$ cat src/rtl/demux_defs.vh
// demux_defs.vh
// Mode encodings for the 1-to-N demultiplexer, shared by the RTL and its bench.
`ifndef DEMUX_DEFS_VH
`define DEMUX_DEFS_VH

`define MODE_MANUAL 1'b0
`define MODE_AUTO   1'b1

`endif

$ cat src/rtl/demux_nb_1_n_seq_pkg.sv
// demux_nb_1_n_seq_pkg
// Shared types and helpers for the 1-to-N non-blocking sequential demux.
//   mode_e    : routing mode (manual by sel / auto-scan by internal pointer)
//   ACC_W     : width of the accepted-word counter
//   sel_width : select width for a channel count, never below 1 bit
`include "demux_defs.vh"

package demux_nb_1_n_seq_pkg;

  typedef enum logic {
    MODE_MANUAL_E = `MODE_MANUAL,
    MODE_AUTO_E   = `MODE_AUTO
  } mode_e;

  localparam int ACC_W = 8;

  function automatic int sel_width(input int ch);
    return (ch <= 2) ? 1 : $clog2(ch);
  endfunction

endpackage

$ cat src/rtl/demux_slot.sv
// demux_slot
// One-word output slot: a data register plus a full flag.
//   clk   : system clock, rising edge
//   rst_n : asynchronous active-low clear (flag and data to 0)
//   load  : write data into the slot this edge (sets full)
//   data  : word to store
//   drain : consumer takes the word this edge (clears full unless loading)
//   full  : slot holds an unconsumed word
//   q     : stored word; keeps its last value after a drain
module demux_slot #(
  parameter int WIDTH = 4
) (
  input  logic             clk,
  input  logic             rst_n,
  input  logic             load,
  input  logic [WIDTH-1:0] data,
  input  logic             drain,
  output logic             full,
  output logic [WIDTH-1:0] q
);

  logic             full_reg, full_next;
  logic [WIDTH-1:0] data_reg, data_next;

  // A load wins over a drain: the old word leaves and the new one lands on
  // the same edge, so the slot stays full with no loss or duplication.
  always_comb begin
    full_next = full_reg;
    data_next = data_reg;
    if (load) begin
      full_next = 1'b1;
      data_next = data;
    end else if (drain) begin
      full_next = 1'b0;
    end
  end

  always_ff @(posedge clk or negedge rst_n) begin
    if (!rst_n) begin
      full_reg <= 1'b0;
      data_reg <= '0;
    end else begin
      full_reg <= full_next;
      data_reg <= data_next;
    end
  end

  assign full = full_reg;
  assign q    = data_reg;

endmodule

$ cat src/rtl/demux_nb_1_n_seq.sv
// demux_nb_1_n_seq
// 1-to-N demultiplexer with a one-word slot per output channel and
// ready/valid handshakes on both sides.
//   clk      : system clock, rising edge
//   rst_n    : asynchronous assert, internally synchronised release
//   mode     : 0 = route by sel, 1 = route by internal scan pointer
//   sel      : manual-mode target channel
//   d        : input word, in_valid qualifies it
//   in_ready : target slot can take d this cycle
//   y        : channel i data at [i*WIDTH +: WIDTH]
//   y_valid  : channel i holds an unconsumed word
//   y_ready  : consumer i takes its word this cycle
//   cur_ch   : target channel in effect this cycle
//   acc_cnt  : count of accepted words, wraps at 256
module demux_nb_1_n_seq
  import demux_nb_1_n_seq_pkg::*;
#(
  parameter  int WIDTH    = 4,
  parameter  int CHANNELS = 4,
  localparam int SEL_W    = sel_width(CHANNELS)
) (
  input  logic                      clk,
  input  logic                      rst_n,
  input  logic                      mode,
  input  logic [SEL_W-1:0]          sel,
  input  logic [WIDTH-1:0]          d,
  input  logic                      in_valid,
  output logic                      in_ready,
  output logic [CHANNELS*WIDTH-1:0] y,
  output logic [CHANNELS-1:0]       y_valid,
  input  logic [CHANNELS-1:0]       y_ready,
  output logic [SEL_W-1:0]          cur_ch,
  output logic [ACC_W-1:0]          acc_cnt
);

  // Single-stage release synchroniser: clears asynchronously with rst_n and
  // rises on the first edge after release, so the earliest accept lands on
  // the second edge. Its output is the reset for all other state.
  logic rst_sync_reg;

  always_ff @(posedge clk or negedge rst_n) begin
    if (!rst_n) begin
      rst_sync_reg <= 1'b0;
    end else begin
      rst_sync_reg <= 1'b1;
    end
  end

  mode_e              mode_sel;
  logic [SEL_W-1:0]   tgt;
  logic               tgt_in_range;
  logic               tgt_full;
  logic               tgt_drain;
  logic               accept;
  logic [CHANNELS-1:0] load_vec;
  logic [CHANNELS-1:0] full_vec;

  logic [SEL_W-1:0] scan_ptr_reg, scan_ptr_next;
  logic [ACC_W-1:0] acc_cnt_reg, acc_cnt_next;

  assign mode_sel = mode_e'(mode);
  assign tgt      = (mode_sel == MODE_AUTO_E) ? scan_ptr_reg : sel;

  // sel can encode channels that do not exist when CHANNELS is not a power
  // of two; those targets are never ready.
  assign tgt_in_range = {1'b0, tgt} < (SEL_W + 1)'(CHANNELS);

  // Look up the target slot without indexing past the vector.
  always_comb begin
    tgt_full  = 1'b0;
    tgt_drain = 1'b0;
    for (int i = 0; i < CHANNELS; i++) begin
      if (tgt == SEL_W'(i)) begin
        tgt_full  = full_vec[i];
        tgt_drain = y_ready[i];
      end
    end
  end

  // A full target that drains this edge can take a new word on the same edge.
  assign in_ready = rst_sync_reg & tgt_in_range & (~tgt_full | tgt_drain);
  assign accept   = in_valid & in_ready;

  genvar gi;
  generate
    for (gi = 0; gi < CHANNELS; gi++) begin : g_slot
      assign load_vec[gi] = accept & (tgt == SEL_W'(gi));

      demux_slot #(
        .WIDTH(WIDTH)
      ) u_slot (
        .clk  (clk),
        .rst_n(rst_sync_reg),
        .load (load_vec[gi]),
        .data (d),
        .drain(y_ready[gi]),
        .full (full_vec[gi]),
        .q    (y[gi*WIDTH +: WIDTH])
      );
    end
  endgenerate

  // The scan pointer only moves on an auto-mode accept, so it parks on a
  // full channel (stall) and survives mode switches.
  always_comb begin
    scan_ptr_next = scan_ptr_reg;
    acc_cnt_next  = acc_cnt_reg;
    if (accept) begin
      acc_cnt_next = acc_cnt_reg + ACC_W'(1);
      if (mode_sel == MODE_AUTO_E) begin
        scan_ptr_next = (scan_ptr_reg == SEL_W'(CHANNELS - 1)) ? '0
                                                               : scan_ptr_reg + SEL_W'(1);
      end
    end
  end

  always_ff @(posedge clk or negedge rst_sync_reg) begin
    if (!rst_sync_reg) begin
      scan_ptr_reg <= '0;
      acc_cnt_reg  <= '0;
    end else begin
      scan_ptr_reg <= scan_ptr_next;
      acc_cnt_reg  <= acc_cnt_next;
    end
  end

  assign y_valid = full_vec;
  assign cur_ch  = tgt;
  assign acc_cnt = acc_cnt_reg;

endmodule

$ cat config.mk
export PLATFORM = sky130hd
export DESIGN_NAME = demux_nb_1_n_seq
export DESIGN_NICKNAME = d
export VERILOG_FILES = /design/src/rtl/demux_nb_1_n_seq_pkg.sv /design/src/rtl/demux_slot.sv /design/src/rtl/demux_nb_1_n_seq.sv
export VERILOG_INCLUDE_DIRS = /design/src /design/src/rtl
export SDC_FILE = /design/constraint.sdc
export NUM_CORES = 1
export LEC_CHECK = 0
export CAP_MARGIN = 30
export CORE_MARGIN = 1
export CORE_UTILIZATION = 45
export CTS_CLUSTER_SIZE = 12
export DETAILED_ROUTE_END_ITERATION = 7
export GPL_TIMING_DRIVEN = 0
export PLACE_DENSITY = 0.76
export SKIP_LAST_GASP = 1
export SYNTH_ARGS = -nofsm -noshare
export SYNTH_HDL_FRONTEND = slang
export SYNTH_SLANG_ARGS = --single-unit
$ cat constraint.sdc
create_clock -name clk -period 2.7 [get_ports clk]
set_input_delay 0.54 -clock clk [delete_from_list [all_inputs] [get_ports clk]]
set_output_delay 0.54 -clock clk [all_outputs]
set_load 0.03 [all_outputs]
==> results of run 1 <==
## path summary, 6_finish.rpt
| path | from | end | slack [ps] | cells past startpoint |
|---|---|---|---|---|
| min in group clk | acc_cnt[7] | acc_cnt[7] | 480 | 1 |
| max | mode | in_ready | 60 | 9 |
| min | rst_sync_reg | g_slot[0].u_slot.q[2] | 270 | 0 |
| max in group asynchronous | rst_sync_reg | acc_cnt[7] | 1890 | 1 |
| min reg2reg | rst_sync_reg | g_slot[0].u_slot.q[2] | 270 | 0 |
| max reg2reg | rst_sync_reg | g_slot[3].u_slot.q[0] | 200 | 4 |
## layout by cell type, fill, tap and decap left out, types with 2 or more instances in the layout
| cell type | instances |
|---|---|
| nor3_2 | 2 |
| mux2_2 | 12 |
| nand3_1 | 3 |
| dfrtp_1 | 31 |
| nor3_1 | 2 |
| nor2_1 | 4 |
| o22ai_2 | 2 |
| nor3b_2 | 3 |
| buf_6 | 2 |
| ha_1 | 2 |
| clkbuf_4 | 5 |
| a21o_1 | 4 |
| dlygate4sd2_1 | 3 |
| nand2_1 | 9 |
| clkdlybuf4s50_1 | 39 |
| inv_1 | 3 |
| nor4_1 | 5 |
| clkbuf_8 | 2 |
| nor2b_1 | 2 |
| xor2_1 | 6 |
| buf_4 | 9 |
| mux2_1 | 7 |
## routing by layer
metal | GRT usage [%] | wire, um | part of all wire, %
met1 | 25.8 | 1440 | 44
met2 | 34.8 | 1610 | 49
met3 | 6.77 | 186 | 5.7
met4 | 8.84 | 48 | 1.5
met5 | 0 | 0 | 0
## timing repair
action | CTS | global route
gates resized for setup | 11 | 7
setup endpoints to repair | 1 | 5
buffers inserted | 3 | 1
pin swaps | 3 | 4
hold buffers | 0 | 0
## kinds of logic (layout without fill, tap and decap cells)
kind of cell    after synthesis  after routing  share of synthesized area, %
compound gates               11             11                          5.48
xor+xnor                      7              7                          4.13
fa+ha+maj                     2              2                          1.68
buf+inv                      11             68                          4.55
flops                        31             31                          52.2
mux                          19             19                          14.4
other cells                   1              1                         0.252
simple gates                 39             39                          17.3
## critical path, stage by stage
cell and delay, ps:
dlygate4sd2_1 260, buf_6 140, nand2_2 80, o22ai_2 100
a222oi_1 400, nor3_2 110, buf_6 130, nor3b_2 170
buf_4 180
## final cells by class
type / instances / area, um2
clock buffer: 7 / 65.1
fill: 255 / 952
clock inverter: 1 / 7.51
multi-input combinational: 79 / 682
tap: 44 / 55.1
inverter: 4 / 15.0
buffer: 7 / 56.3
sequential: 31 / 776
timing repair buffer: 49 / 494
## synth_stat cells (2+ instances only)
cell type  count  area, um2
nor2_1         4       15.0
xor2_1         6       52.6
nand3_1        3       15.0
mux2_1         7       78.8
ha_1           2       25.0
nor3b_2        2       25.0
nand2_1       10       37.5
nor3_2         2       20.0
a21o_1         4       30.0
nand2b_1       2       12.5
mux2_2        12        135
nor2b_1        2       12.5
o22ai_1        2       12.5
nor4_1         5       31.3
buf_4          5       37.5
dfrtp_1       31        776
inv_1          4       15.0
nor3_1         2       10.0
## where the power goes
part	leakage (nW)	switching, mW	internal, mW
sequential	0.379	0.163	0.653
clock	0.0375	0.153	0.152
combinational	0.561	0.614	0.536
total	0.977	0.930	1.34
==> key figures, run 1 <==
STA
  – Fin crit period: 2640 ps
  – Hold WS: 275 ps
  – Worst slew margin: 53.6%
  – Setup WS post-layout: 55.5 ps
  – Final setup vio count: 0
  – Clk_skew: 15.6 ps
  – Setup TNS: 0 ps
  – Endpoints failing hold: 0
  – Fmax: 378 MHz
  – Slew Limit Fails: 0
  – Final period util: 97.9%
  – RSZ-0062 raised after global routing: yes
  – Worst-Margin Slew: 691 ps

Power and ir drop
  – Pwr dens: 1060 mW/mm2
  – Maximum vdd drop: 0.595 mV
  – Pleak: 0.977 nW
  – Pwr Total: 2.27 mW

Placement
  – # port buffers: 44
  – Placed insts: 210
  – DP Wirelength: 2310 um
  – GP Congestion: 0.746
  – Placed Area: 0.00201 mm2
  – Post-place setup slack: -802 ps

Drt
  – Drc violations: 0
  – 1st-iter DRT viols: 103
  – DRT Pass-1 Iters: 4
  – Vias after detailed routing: 1145
  – Routed length per instance: 14.8 um
  – Routed WL: 3290 um
  – Drt via density: 5.16
  – Antenna Nets Post-Route: 0

Floorplan
  – Die area: 0.00353 mm2
  – Die Width: 59.5 um
  – Row cnt: 20
  – Initial Util: 47.9%
  – IO Count: 45
  – Die height: 59.5 um
  – Core Region: 0.00310 mm2

Job
  – Max-Cap Viols: 0

GRT
  – Initial antenna violation count: 0
  – Remaining Overflow, GRT: 0
  – Vias in the first global route: 1212
  – Largest net degree at the start of global routing: 20
  – GRT Overall Usage: 21.3%
  – First-pass GRT wire length: 5460 um

Run status
  – Status: finished clean

Yosys
  – Synth cell types: 34
  – Yosys warns: 0
  – Cells after synthesis: 121
  – Synthesized area per cell: 12.3 um2
  – #FFs+latches synth: 31
  – Post-Syn Area: 0.00149 mm2
  – EDFF count, synth: 0
  – Main synth FF type: dfrtp_1
  – Post-synthesis sequential area ratio: 52.2%
  – Asr flop ratio synth: 100%
  – Syn nets: 137

Clocking
  – Clk root buf: clkbuf_4
  – H-tree Lvls: 2
  – CTS sink cnt: 31
  – Clk Latency, worst-skew pair: 330 ps
  – Reg clk slew, reported paths: 100 ps
  – CTS tree: yes
  – Clock buffer count from CTS: 5
  – Max Buffers Root-to-Sink: 2

Finish
  – Share of layout cells above drive strength 1: 26.4%
  – Post-route insts no fill: 222
  – Area grow syn2layout: 44.8%
  – Post-layout instance area: 0.00215 mm2
  – Nets: 193
  – Antenna Cells: 0
  – Max reg flops: 16
  – Fin util: 69.3%

Setup path
  – WP data arrival: 2100 ps
  – Startpoint Class: input port
  – Required @ worst endpoint: 2160 ps
  – Setup Crit Path Kind: in -> out
  – Max FO, Critical Path: 7
  – Critical Path Sink Type: output port

Min path
  – Hold crit path type: reg -> async
Note: power is estimated with default switching activity, not from simulation.
==> run 2: changes to the inputs <==
--- a/config.mk
+++ b/config.mk
@@ -12,7 +12,7 @@
 export CTS_CLUSTER_SIZE = 12
 export DETAILED_ROUTE_END_ITERATION = 7
 export GPL_TIMING_DRIVEN = 0
-export PLACE_DENSITY = 0.76
+export PLACE_DENSITY = 0.77
 export SKIP_LAST_GASP = 1
 export SYNTH_ARGS = -nofsm -noshare
 export SYNTH_HDL_FRONTEND = slang
==> key figures, run 2 (synthesis results as in run 1) <==
Run status
  – Status: finished clean

Clocking
  – CTS Hold Buffers Added: 0
  – Reg clk slew, reported paths: 90 ps
  – CTS tree: yes
  – Clock buffer count from CTS: 5
  – Clk root buf: clkbuf_4
  – Max Buffers Root-to-Sink: 2
  – CTS sink cnt: 31
  – Clk Latency, worst-skew pair: 330 ps
  – H-tree Lvls: 2

Finish
  – Antenna Cells: 0
  – Register area: 776 um2
  – Commonest non-fill, non-tap cells in the layout: clkdlybuf4s50_1, dfrtp_1, mux2_2, buf_4, nand2_1
  – Area grow syn2layout: 43.6%
  – Nets: 194
  – Filler Cell Count: 282
  – Share of layout cells above drive strength 1: 25.1%
  – Fin util: 68.8%
  – Commonest non-fill, non-tap cell in the layout: clkdlybuf4s50_1
  – Multi-input gate area: 682 um2
  – Max reg flops: 16
  – Post-layout instance area: 0.00213 mm2

Drt
  – Drc violations: 0
  – Routed length per instance: 14.7 um
  – Antenna Nets Post-Route: 0
  – Vias after detailed routing: 1176
  – Routed WL: 3270 um
  – Drt via density: 5.27
  – 1st-iter DRT viols: 32
  – DRT Pass-1 Iters: 4

Floorplan
  – IO Count: 45
  – Die Width: 59.5 um
  – Initial Util: 47.9%
  – Die area: 0.00353 mm2
  – Core Region: 0.00310 mm2
  – Die height: 59.5 um
  – Row cnt: 20

STA
  – Endpoints failing hold: 0
  – Clk_skew: 7.74 ps
  – Fin crit period: 2630 ps
  – Worst-Margin Slew: 663 ps
  – RSZ-0062 raised after global routing: no
  – Slew Limit Fails: 0
  – Worst slew margin: 55.8%
  – Final period util: 97.2%
  – Fmax: 381 MHz
  – Final setup vio count: 0

Job
  – Max-Cap Viols: 0

GRT
  – GRT Overall Usage: 21.2%
  – Largest net degree at the start of global routing: 20
  – First-pass GRT wire length: 5360 um
  – Initial antenna violation count: 0
  – Remaining Overflow, GRT: 0
  – Vias in the first global route: 1175

Setup path
  – Required @ worst endpoint: 2160 ps
  – Max FO, Critical Path: 6
  – FF-to-FF setup slack: 350 ps
  – Critical Path Sink Type: output port
  – WP data arrival: 2090 ps
  – Startpoint Class: input port
  – Setup Crit Path Kind: in -> out

Power and ir drop
  – Maximum vdd drop: 0.697 mV
  – Pwr Total: 2.21 mW
  – Pwr dens: 1040 mW/mm2
  – Pleak: 0.966 nW

Min path
  – Hold crit path type: reg -> async

Placement
  – # port buffers: 44
  – DP Wirelength: 2380 um
  – GP Congestion: 0.731
  – Placed Area: 0.00201 mm2
## run 2: cell types whose count changed in the layout (fill, tap and decap cells not counted), sizes merged
cell / previous run / this run
dlymetal6s2s: 1 / 0
clkdlybuf4s15: 0 / 1
clkinvlp: 1 / 0
buf: 12 / 13
clkinv: 0 / 1
## run 2: report_power, final
part	internal [mW]	switching [mW]
clock network	0.101	0.151
registers	0.654	0.163
logic	0.533	0.612
total	1.29	0.926
## run 2: area by class of cell
cell class                 count  area share, %
buffer                         7           2.64
clock inverter                 1          0.235
tap                           44           2.58
timing repair buffer          50           23.4
clock buffer                   7           2.11
multi-input combinational     79           32.0
inverter                       4          0.704
sequential                    31           36.4
## run 2: critical path, stage by stage
cell	delay, ps
clkdlybuf4s15_1	200
buf_6	130
nand2b_4	120
o22ai_2	100
a222oi_1	390
nor3_2	120
buf_6	140
nor3b_2	170
buf_4	180
## run 2: metal layers
| layer | routed length (um) | up-vias | track usage (%) | share of wire (%) |
|---|---|---|---|---|
| li1 | - | 545 | - | - |
| met1 | 1310 | 589 | 24.1 | 40 |
| met2 | 1690 | 35 | 35.5 | 52 |
| met3 | 216 | 7 | 8.73 | 6.6 |
| met4 | 55 | 0 | 7.82 | 1.7 |
| met5 | 0 | - | 0 | 0 |
## run 2: through the flow
stage / hold WS [ps] / instances / setup slack [ps] / setup TNS [ps]
floorplan: 244 / 121 / 199 / 0
global placement: 457 / 209 / -752 / -4920
detailed placement: 284 / 210 / -774 / -3010
CTS: 283 / 223 / 52.7 / 0
global route: 323 / 223 / 5.47 / 0
finish: 271 / 223 / 74.6 / 0
## run 2: worst paths after layout
check | startpoint | to | cells past startpoint
worst max-delay path | mode | in_ready | 9
worst min-delay path | rst_sync_reg | scan_ptr_reg[0] | 0
worst max register to register | rst_sync_reg | g_slot[0].u_slot.q[1] | 3
worst min register to register | rst_sync_reg | scan_ptr_reg[0] | 0
max in group asynchronous | rst_sync_reg | g_slot[1].u_slot.q[2] | 1
min in group clk | acc_cnt[7] | acc_cnt[7] | 1
## run 2: what timing repair did
item,CTS,global route
setup endpoints to repair,1,5
setup buffers,5,0
hold endpoints to repair,0,0
gates resized for setup,14,4
pin swaps,3,3
==> run 3: changes to the inputs <==
--- a/config.mk
+++ b/config.mk
@@ -8,11 +8,12 @@
 export LEC_CHECK = 0
 export CAP_MARGIN = 30
 export CORE_MARGIN = 1
-export CORE_UTILIZATION = 45
+export CORE_UTILIZATION = 46
 export CTS_CLUSTER_SIZE = 12
 export DETAILED_ROUTE_END_ITERATION = 7
 export GPL_TIMING_DRIVEN = 0
-export PLACE_DENSITY = 0.77
+export PLACE_DENSITY = 0.79
+export SETUP_SLACK_MARGIN = 0.3
 export SKIP_LAST_GASP = 1
 export SYNTH_ARGS = -nofsm -noshare
 export SYNTH_HDL_FRONTEND = slang
==> key figures, run 3 (synthesis results as in run 1) <==
GRT
  – Largest net degree at the start of global routing: 34
  – Vias in the first global route: 1106
  – First-pass GRT wire length: 4950 um
  – GRT Overall Usage: 20.2%
  – Remaining Overflow, GRT: 0
  – Initial antenna violation count: 0

Finish
  – Nets: 194
  – Max reg flops: 16
  – Commonest non-fill, non-tap cells in the layout: clkdlybuf4s50_1, dfrtp_1, mux2_2, buf_4, nand2_1
  – Commonest non-fill, non-tap cell in the layout: clkdlybuf4s50_1
  – Share of layout cells above drive strength 1: 30.2%
  – Filler Cell Count: 232
  – Post-layout instance area: 0.00215 mm2
  – Antenna Cells: 0
  – Area grow syn2layout: 44.6%

STA
  – Clk_skew: 10.7 ps
  – Endpoints failing hold: 0
  – Fmax: 401 MHz
  – Setup TNS: 0 ps
  – Final setup vio count: 0
  – Slew Limit Fails: 0
  – Worst-Margin Slew: 510 ps
  – Fin crit period: 2490 ps
  – RSZ-0062 raised after global routing: yes
  – Worst slew margin: 65.8%
  – Final period util: 92.3%
  – Hold WS: 266 ps

Clocking
  – CTS Hold Buffers Added: 0
  – Clk Latency, worst-skew pair: 330 ps
  – CTS sink cnt: 31
  – Reg clk slew, reported paths: 100 ps
  – Max Buffers Root-to-Sink: 2
  – Clk root buf: clkbuf_4
  – H-tree Lvls: 2
  – Clock buffer count from CTS: 5
  – CTS tree: yes

Run status
  – Status: finished clean

Setup path
  – WP data arrival: 1950 ps
  – Slowest CP cell: or3_1
  – R2r worst-path depth: 8
  – Startpoint Class: input port
  – Critical Path Sink Type: output port
  – Required @ worst endpoint: 2160 ps
  – Most common cell on crit path: buf_6
  – Setup Crit Path Kind: in -> out
  – Max FO, Critical Path: 2
  – Worst-path cell chain: dlygate4sd2_1, inv_1, or3_1, a32oi_2, nor3_2, buf_6, nor3b_4, buf_6
  – CP max stage delay: 390 ps

Placement
  – GP Congestion: 0.788
  – # port buffers: 44
  – Placed Area: 0.00199 mm2
  – DP Wirelength: 2230 um

Drt
  – Drc violations: 0
  – DRT met1 WL: 1280 um
  – Drt via density: 5.26
  – 1st-iter DRT viols: 48
  – Routed length per instance: 14.4 um
  – DRT Pass-1 Iters: 4
  – Highest routed layer: met4
  – Routed WL: 3210 um
  – Met3 WL post-DR: 168 um
  – Vias after detailed routing: 1173
  – Antenna Nets Post-Route: 0
  – Routed met2 length: 1700 um

Floorplan
  – Row cnt: 20
  – Die Width: 58.8 um
  – Initial Util: 48.6%
  – Die height: 58.8 um
  – IO Count: 45
  – Core Region: 0.00305 mm2
  – Die area: 0.00346 mm2

Job
  – Max-Cap Viols: 0

Min path
  – Hold crit path type: reg -> async

Power and ir drop
  – Maximum vdd drop: 0.622 mV
  – Pleak: 0.967 nW
  – Pwr dens: 1060 mW/mm2
## run 3: cell count changes in the layout (fill, tap and decap cells not counted), sizes merged
cell,change
clkbuf,+4
dlygate4sd2,-2
clkdlybuf4s15,-1
clkinv,-1
## run 3: critical path: cells and delay by family
family,cells,cell delay [ps]
compound gates,1,210
buf+inv,4,560
simple gates,3,640
## run 3: stage by stage
stage | setup slack, ps | cells | power (mW) | util (%)
final | 209 | 223 | 2.29 | 70.3
after global routing | 104 | 223 | 2.41 | 70.3
after CTS | 83.7 | 221 | 2.27 | 69.5
after detailed placement | -784 | 209 | 1.94 | 65.3
after global placement | -759 | 209 | 1.91 | 65.3
after floorplan | 297 | 121 | 1.46 | -
## run 3: timing repair
action,in CTS,in global routing
gates resized for setup,17,14
gates cloned,0,0
endpoints found under the setup margin,23,16
buffers inserted,4,2
endpoints found under the hold margin,0,0
pin swaps,4,5
## run 3: where the power goes
group / switching, mW / internal [mW] / total (mW) / leakage (nW)
Sequential: 0.164 / 0.657 / 0.821 / 0.376
Clock: 0.151 / 0.153 / 0.304 / 0.0386
Combinational: 0.614 / 0.546 / 1.16 / 0.552
## run 3: path summary, 6_finish.rpt
path / from / endpoint / slack [ps]
min in group clk: acc_cnt[7] / acc_cnt[7] / 480
worst min register to register: rst_sync_reg / g_slot[2].u_slot.full / 270
worst max-delay path: y_ready[0] / in_ready / 210
worst max register to register: scan_ptr_reg[0] / g_slot[2].u_slot.q[0] / 440
max in group asynchronous: rst_sync_reg / scan_ptr_reg[0] / 2120
worst min-delay path: rst_sync_reg / g_slot[2].u_slot.full / 270
## run 3: routing by layer
layer | vias up | global-route usage [%]
met1 | 581 | 23.7
met2 | 40 | 32.3
met5 | - | 0
met3 | 10 | 7.25
met4 | 0 | 10.5
li1 | 542 | -
## run 3: final cells by class
type / instances / area, um2 / area share [%]
well taps: 44 / 55.1 / 2.56
plain buffers: 7 / 57.6 / 2.68
inverters: 4 / 15.0 / 0.699
clock buffers: 8 / 68.8 / 3.21
flip-flops and latches: 31 / 782 / 36.4
multi-input cells: 79 / 698 / 32.5
repair buffers: 50 / 470 / 21.9
